===== config.mk =====
export PLATFORM = sky130hd
export DESIGN_NAME = uart_cmd_rx_flat
export DESIGN_NICKNAME = d
export VERILOG_FILES = /design/src/rtl/uart_cmd_rx_if.sv /design/src/rtl/uart_cmd_rx.sv /design/src/flat_wrapper.sv
export SDC_FILE = /design/constraint.sdc
export NUM_CORES = 1
export LEC_CHECK = 0
export BUFFER_PORTS_ARGS = -buffer_cell sky130_fd_sc_hd__buf_2
export CELL_PAD_IN_SITES_DETAIL_PLACEMENT = 0
export CELL_PAD_IN_SITES_GLOBAL_PLACEMENT = 1
export CORE_MARGIN = 2
export CORE_UTILIZATION = 45
export DETAILED_ROUTE_END_ITERATION = 8
export PLACE_DENSITY_LB_ADDON = 0.1
export SKIP_LAST_GASP = 1
export SYNTH_ARGS = -nofsm -noshare
export SYNTH_HDL_FRONTEND = slang
export SYNTH_SLANG_ARGS = --single-unit

===== constraint.sdc =====
create_clock -name clk -period 4.2 [get_ports clk]
set_input_delay 0.63 -clock clk [delete_from_list [all_inputs] [get_ports clk]]
set_output_delay 0.63 -clock clk [all_outputs]
set_load 0.03 [all_outputs]

===== src/rtl/uart_cmd_rx_if.sv =====
// uart_cmd_rx_if: byte-in / command-out bundle for the UART command parser.
// Slave modport is the parser side, master is the uart/sequencer side.
interface uart_cmd_rx_if #(
  parameter int DP_WIDTH = 16,
  parameter int REG_W    = 1
);
  logic [7:0]          i_rx_data;
  logic                i_rx_valid;
  logic                o_cmd_valid;
  logic                i_cmd_rdy;
  logic [REG_W-1:0]    o_cmd_reg;
  logic [DP_WIDTH-1:0] o_cmd_data;
  logic                o_err;
  logic                o_overrun;

  modport slave (
    input  i_rx_data, i_rx_valid, i_cmd_rdy,
    output o_cmd_valid, o_cmd_reg, o_cmd_data, o_err, o_overrun
  );

  modport master (
    output i_rx_data, i_rx_valid, i_cmd_rdy,
    input  o_cmd_valid, o_cmd_reg, o_cmd_data, o_err, o_overrun
  );
endinterface


===== src/rtl/uart_cmd_rx.sv =====
// uart_cmd_rx: parses "R<d>:<hex>" lines from the UART byte stream.
// UART_CMD_LOWER_EN: also accept 'r' and lowercase hex digits.
module uart_cmd_rx #(
  parameter int DP_WIDTH = 16,
  parameter int NUM_NIB  = 4,
  parameter int REG_W    = 1
) (
  input logic clk,
  input logic rst,
  uart_cmd_rx_if.slave bus
);

  localparam logic [2:0] S_IDLE  = 3'd0;
  localparam logic [2:0] S_REG   = 3'd1;
  localparam logic [2:0] S_COLON = 3'd2;
  localparam logic [2:0] S_NIB   = 3'd3;
  localparam logic [2:0] S_EOL   = 3'd4;
  localparam logic [2:0] S_ERR   = 3'd5;

  localparam int CW   = $clog2(NUM_NIB + 1);
  localparam int NREG = (REG_W >= 4) ? 10 : (1 << REG_W);
  localparam logic [CW-1:0] LAST = CW'(NUM_NIB - 1);

  logic [2:0]          state;
  logic [CW-1:0]       cnt;
  logic [DP_WIDTH-1:0] shreg;
  logic [REG_W-1:0]    reg_idx;

  logic [7:0] b;
  logic       is_term;
  logic       is_r;
  logic       is_dec;
  logic       dig_ok;
  logic       hex_ok;
  logic [3:0] hex_val;
  logic       pending;
  logic       take;

  // Classify the incoming byte.
  always_comb begin
    b       = bus.i_rx_data;
    is_term = (b == 8'h0D) || (b == 8'h0A);
    is_dec  = (b >= "0") && (b <= "9");
    dig_ok  = is_dec && (32'(b[3:0]) < NREG);
    hex_ok  = 1'b0;
    hex_val = 4'd0;
`ifdef UART_CMD_LOWER_EN
    is_r = (b == "R") || (b == "r");
`else
    is_r = (b == "R");
`endif
    if (is_dec) begin
      hex_ok  = 1'b1;
      hex_val = b[3:0];
    end else if ((b >= "A") && (b <= "F")) begin
      hex_ok  = 1'b1;
      hex_val = b[3:0] + 4'd9;
    end
`ifdef UART_CMD_LOWER_EN
    else if ((b >= "a") && (b <= "f")) begin
      hex_ok  = 1'b1;
      hex_val = b[3:0] + 4'd9;
    end
`endif
  end

  assign pending = bus.o_cmd_valid & ~bus.i_cmd_rdy;
  assign take    = bus.i_rx_valid & ~pending;

  // Line parser plus command/err/overrun output registers.
  always_ff @(posedge clk) begin
    if (rst) begin
      state           <= S_IDLE;
      cnt             <= '0;
      shreg           <= '0;
      reg_idx         <= '0;
      bus.o_cmd_valid <= 1'b0;
      bus.o_cmd_reg   <= '0;
      bus.o_cmd_data  <= '0;
      bus.o_err       <= 1'b0;
      bus.o_overrun   <= 1'b0;
    end else begin
      bus.o_err <= 1'b0;
      if (bus.o_cmd_valid && bus.i_cmd_rdy)
        bus.o_cmd_valid <= 1'b0;
      if (bus.i_rx_valid && pending)
        bus.o_overrun <= 1'b1;
      if (take) begin
        unique case (state)
          S_IDLE: begin
            if (is_r)
              state <= S_REG;
            else if (!is_term && (b != " "))
              state <= S_ERR;
          end
          S_REG: begin
            if (dig_ok) begin
              reg_idx <= REG_W'(b[3:0]);
              state   <= S_COLON;
            end else if (is_term) begin
              state     <= S_IDLE;
              bus.o_err <= 1'b1;
            end else begin
              state <= S_ERR;
            end
          end
          S_COLON: begin
            if (b == ":") begin
              shreg <= '0;
              cnt   <= '0;
              state <= S_NIB;
            end else if (is_term) begin
              state     <= S_IDLE;
              bus.o_err <= 1'b1;
            end else begin
              state <= S_ERR;
            end
          end
          S_NIB: begin
            if (hex_ok) begin
              shreg <= {shreg[DP_WIDTH-5:0], hex_val};
              cnt   <= cnt + CW'(1);
              if (cnt == LAST)
                state <= S_EOL;
            end else if (is_term) begin
              state     <= S_IDLE;
              bus.o_err <= 1'b1;
            end else begin
              state <= S_ERR;
            end
          end
          S_EOL: begin
            if (is_term) begin
              state           <= S_IDLE;
              bus.o_cmd_reg   <= reg_idx;
              bus.o_cmd_data  <= shreg;
              bus.o_cmd_valid <= 1'b1;
            end else begin
              state <= S_ERR;
            end
          end
          S_ERR: begin
            if (is_term) begin
              state     <= S_IDLE;
              bus.o_err <= 1'b1;
            end
          end
          default: state <= S_IDLE;
        endcase
      end
    end
  end

endmodule

===== src/flat_wrapper.sv =====
// flat-port wrapper written by rule: the top's interface ports become plain ports
module uart_cmd_rx_flat 
#(
  parameter int DP_WIDTH = 16,
  parameter int NUM_NIB  = 4,
  parameter int REG_W    = 1
)
  (clk, rst, bus_i_rx_data, bus_i_rx_valid, bus_i_cmd_rdy, bus_o_cmd_valid, bus_o_cmd_reg, bus_o_cmd_data, bus_o_err, bus_o_overrun);
  uart_cmd_rx_if #(.DP_WIDTH(DP_WIDTH), .REG_W(REG_W)) bus_i ();
  input logic clk;
  input logic rst;
  input wire logic [$bits(bus_i.i_rx_data)-1:0] bus_i_rx_data;
  input wire logic [$bits(bus_i.i_rx_valid)-1:0] bus_i_rx_valid;
  input wire logic [$bits(bus_i.i_cmd_rdy)-1:0] bus_i_cmd_rdy;
  output wire logic [$bits(bus_i.o_cmd_valid)-1:0] bus_o_cmd_valid;
  output wire logic [$bits(bus_i.o_cmd_reg)-1:0] bus_o_cmd_reg;
  output wire logic [$bits(bus_i.o_cmd_data)-1:0] bus_o_cmd_data;
  output wire logic [$bits(bus_i.o_err)-1:0] bus_o_err;
  output wire logic [$bits(bus_i.o_overrun)-1:0] bus_o_overrun;
  assign bus_i.i_rx_data = bus_i_rx_data;
  assign bus_i.i_rx_valid = bus_i_rx_valid;
  assign bus_i.i_cmd_rdy = bus_i_cmd_rdy;
  assign bus_o_cmd_valid = bus_i.o_cmd_valid;
  assign bus_o_cmd_reg = bus_i.o_cmd_reg;
  assign bus_o_cmd_data = bus_i.o_cmd_data;
  assign bus_o_err = bus_i.o_err;
  assign bus_o_overrun = bus_i.o_overrun;
  uart_cmd_rx #(.DP_WIDTH(DP_WIDTH), .NUM_NIB(NUM_NIB), .REG_W(REG_W)) u_core (.clk(clk), .rst(rst), .bus(bus_i));
endmodule

==> results.cfg <==
[logic_synthesis]
synthDistinctLibCells = 48
synth.yosys.seq_area_share_pct = 43.3
synth_fp_nets = 239
synth.yosys.warnings = 0
edff_count_synth = 0
ys_ff_latch = 43
ys_dominant_reg_cell = dfxtp_1
synth_top_area_share_pct = 43.3
total_standard_cell_area_after_synthesis_sq_mm = 0.00199
yosys.cell_count.top_type = dfxtp_1
ys_top_cells_by_count = dfxtp_1 (43), nand2_1 (41), a21oi_1 (20), a22o_1 (17), nor2_1 (11)
synthesis.instances = 220
synthesis.area_per_instance_sq_um = 9.04
synth.largest_area_cell = dfxtp_1
asyncSetResetFlopFracSynth_pct = 0
dominant_cells_by_area_after_synthesis = dfxtp_1 (43%), nand2_1 (7.7%), a22o_1 (7.5%)

[placed_design]
dp_hpwl_um = 2880
place.detailed.instances = 290
placement.io_buffers = 31
finalWeightedCongestion = 0.880
post-place-ws_ns = 1.13

[setup_path]
worst-r2r-setup-slack_ns = 2.22
reg2reg_from = u_core.state[0]
critical_path.slowest_cell = nand4_1
setup.worst_path.start = bus_i_rx_data[1]
critPathMaxStageDelay_ns = 0.74
criticalPathCategory = in -> reg
crit-reg2reg-capture = u_core.cnt[0]
critical_path_end_type = register
critical_path_buf_inv_count = 2
critPathRequiredTime_ns = 4.36
worstPathCellList = buf_2, inv_1, ha_1, mux2i_1, nor4b_2, nand4_1, nand2_1, a21oi_1
path_delay_family = simple AND/OR/NAND/NOR gates
cp-endpoint = u_core.bus.o_cmd_data[0]
crit_path_start_kind = input port
cp_num_cells = 8
worst_r2r_path_depth = 4
cp_data_arrival_time_ns = 2.85
cp_max_fo = 18

[sta]
grt_setup_unrepaired = false
setup_viol = 0
clock-skew-final_ns = 0.0106
final_min_period_over_clock_period_pct = 64.0
maxClockFrequency_mhz = 372
final_hold_viols = 0
timing.max_slew.rel_slack_pct = 41.2
worstMarginPinSlew_ns = 0.875
maxSlewViolCount = 0
setup_tns_ns = 0
setup_ws_ns = 1.51
final.min_clock_period_ns = 2.69

[global_routing]
antenna_violations_before_repair = 0
groute.usage.overall_pct = 17.4
grt_start_max_net_pins = 30
global_route.usage.met2_pct = 28.2
busiest_layer = met2
met1_usage_pct = 22.8
grt_first_pass_wirelength_um = 6980
grt_pass1_vias = 1458
grtUsageMet3_pct = 3.46
grt_overflow = 0

[clock_network]
cts.repair_timing.setup_buffer_count = 0
cts_hold_buffers = 0
cts_buffers = 5
worst_skew_pair.late_latency_ns = 0.30
post_cts_resize_count = 0
cts_tree = built
cts_root_buffer = clkbuf_8
clock_tree_sinks = 43
worst_setup_hold_path_clk_slew_ns = 0.08
htree_levels = 2
cts_buffer_depth = 2

[detailed_routing]
wl_per_cell_um = 13.7
vias_per_cell = 5.24
remaining_drc_errors = 0
final_antenna_net_count = 0
postRouteWirelength_um = 4080
vias_after_detailed_routing = 1563
drc_violation_total_after_the_first_tritonroute_iteration = 56
drt_pre_antenna_iters = 5

[floorplan]
core-area_sq_mm = 0.00429
floorplan.die.width_um = 70.5
die_span_in_y_um = 70.5
fp.dieArea_sq_mm = 0.00497
initial_core_util_pct = 46.3
pin_count = 32
floorplan.rows = 24

[power]
irDropWorstVdd_mv = 0.204
finalPower_uw = 747
p_leak_nw = 0.882
power-per-cell-area_mw_per_mm2 = 334

[finish]
reg_top3 = u_core.bus.o_cmd_data x16, u_core.shreg x16
layout-drive-gt1-share_pct = 21.1
final_nets = 264
layout-area-overhead-vs-synth_pct = 12.3
finalNonFillerCells = 298
diodes = 0

[status]
run_status = finished clean

[min_path]
hold_class = reg -> reg

[run]
maxCapViolCount = 0
## worst min-delay path by stage
stage | depth (start not counted) | end | from
floorplan | 2 | u_core.bus.o_cmd_reg | u_core.reg_idx
global placement | 2 | u_core.bus.o_cmd_data[8] | u_core.bus.o_cmd_data[8]
detailed placement | 2 | u_core.bus.o_cmd_data[4] | u_core.bus.o_cmd_data[4]
CTS | 2 | u_core.bus.o_cmd_data[4] | u_core.bus.o_cmd_data[4]
global route | 2 | u_core.bus.o_cmd_data[10] | u_core.bus.o_cmd_data[10]
finish | 2 | u_core.bus.o_cmd_data[4] | u_core.bus.o_cmd_data[4]
## through the flow
step / instance area, sq um / utilization, % / hold WS (ns)
2_1_floorplan: 1990 / - / 0.431
3_3_place_gp: 2140 / 49.9 / 0.440
3_5_place_dp: 2140 / 49.9 / 0.443
4_1_cts: 2230 / 52.0 / 0.455
5_1_grt: 2230 / 52.0 / 0.473
6_report: 2230 / 52.0 / 0.453
## metal layers
| layer | wire length, um | vias to the layer above |
|---|---|---|
| met5 | 0 | - |
| met4 | 65 | 0 |
| met3 | 114 | 5 |
| met2 | 1840 | 26 |
| met1 | 2050 | 697 |
| li1 | - | 835 |
## power by group
part,switching [mW],leakage (nW),internal [mW]
combinational,0.0384,0.494,0.0241
sequential,0.00695,0.347,0.410
clock,0.148,0.0408,0.119
## layout make-up
| class | count | area, sq um |
|---|---|---|
| clock buffers | 5 | 68.8 |
| flip-flops and latches | 43 | 861 |
| multi-input cells | 156 | 1030 |
| well taps | 52 | 65.1 |
| clock inverters | 3 | 23.8 |
| inverters | 8 | 30.0 |
| fillers | 437 | 2060 |
| repair buffers | 31 | 155 |
## worst register-to-register path, cell delays in order, from the launching register on
cell	delay [ns]
dfxtp_1	0.51
inv_1	0.14
o31a_1	0.36
a21oi_2	0.65
mux2_2	0.28
## cells in the final DEF (no fill, tap or decap), types with 2 or more instances in the layout
cell type,n
a22o_1,17
buf_2,31
nor3_1,5
o311ai_0,2
o21ai_0,3
nor2b_1,4
and2_1,2
xnor2_1,2
nand4_1,2
a31o_2,3
nor2_1,11
a31oi_1,2
dfxtp_1,43
nand2b_1,2
a21oi_1,20
nand2_1,41
nor4bb_1,2
ha_1,7
clkinvlp_4,2
a311oi_1,2
inv_1,8
nand3_1,3
clkbuf_8,5
mux2i_1,2
## logic make-up after synthesis
kind of cell    count (synthesis)  synth area share (%)
buf+inv                        21                  4.91
flops                          43                  43.3
mux                             3                  1.57
fa+ha+maj                       7                  4.41
xor+xnor                        3                  1.32
simple gates                   84                  22.2
compound gates                 59                  22.3
No activity file was read; power rests on OpenSTA's default activity.
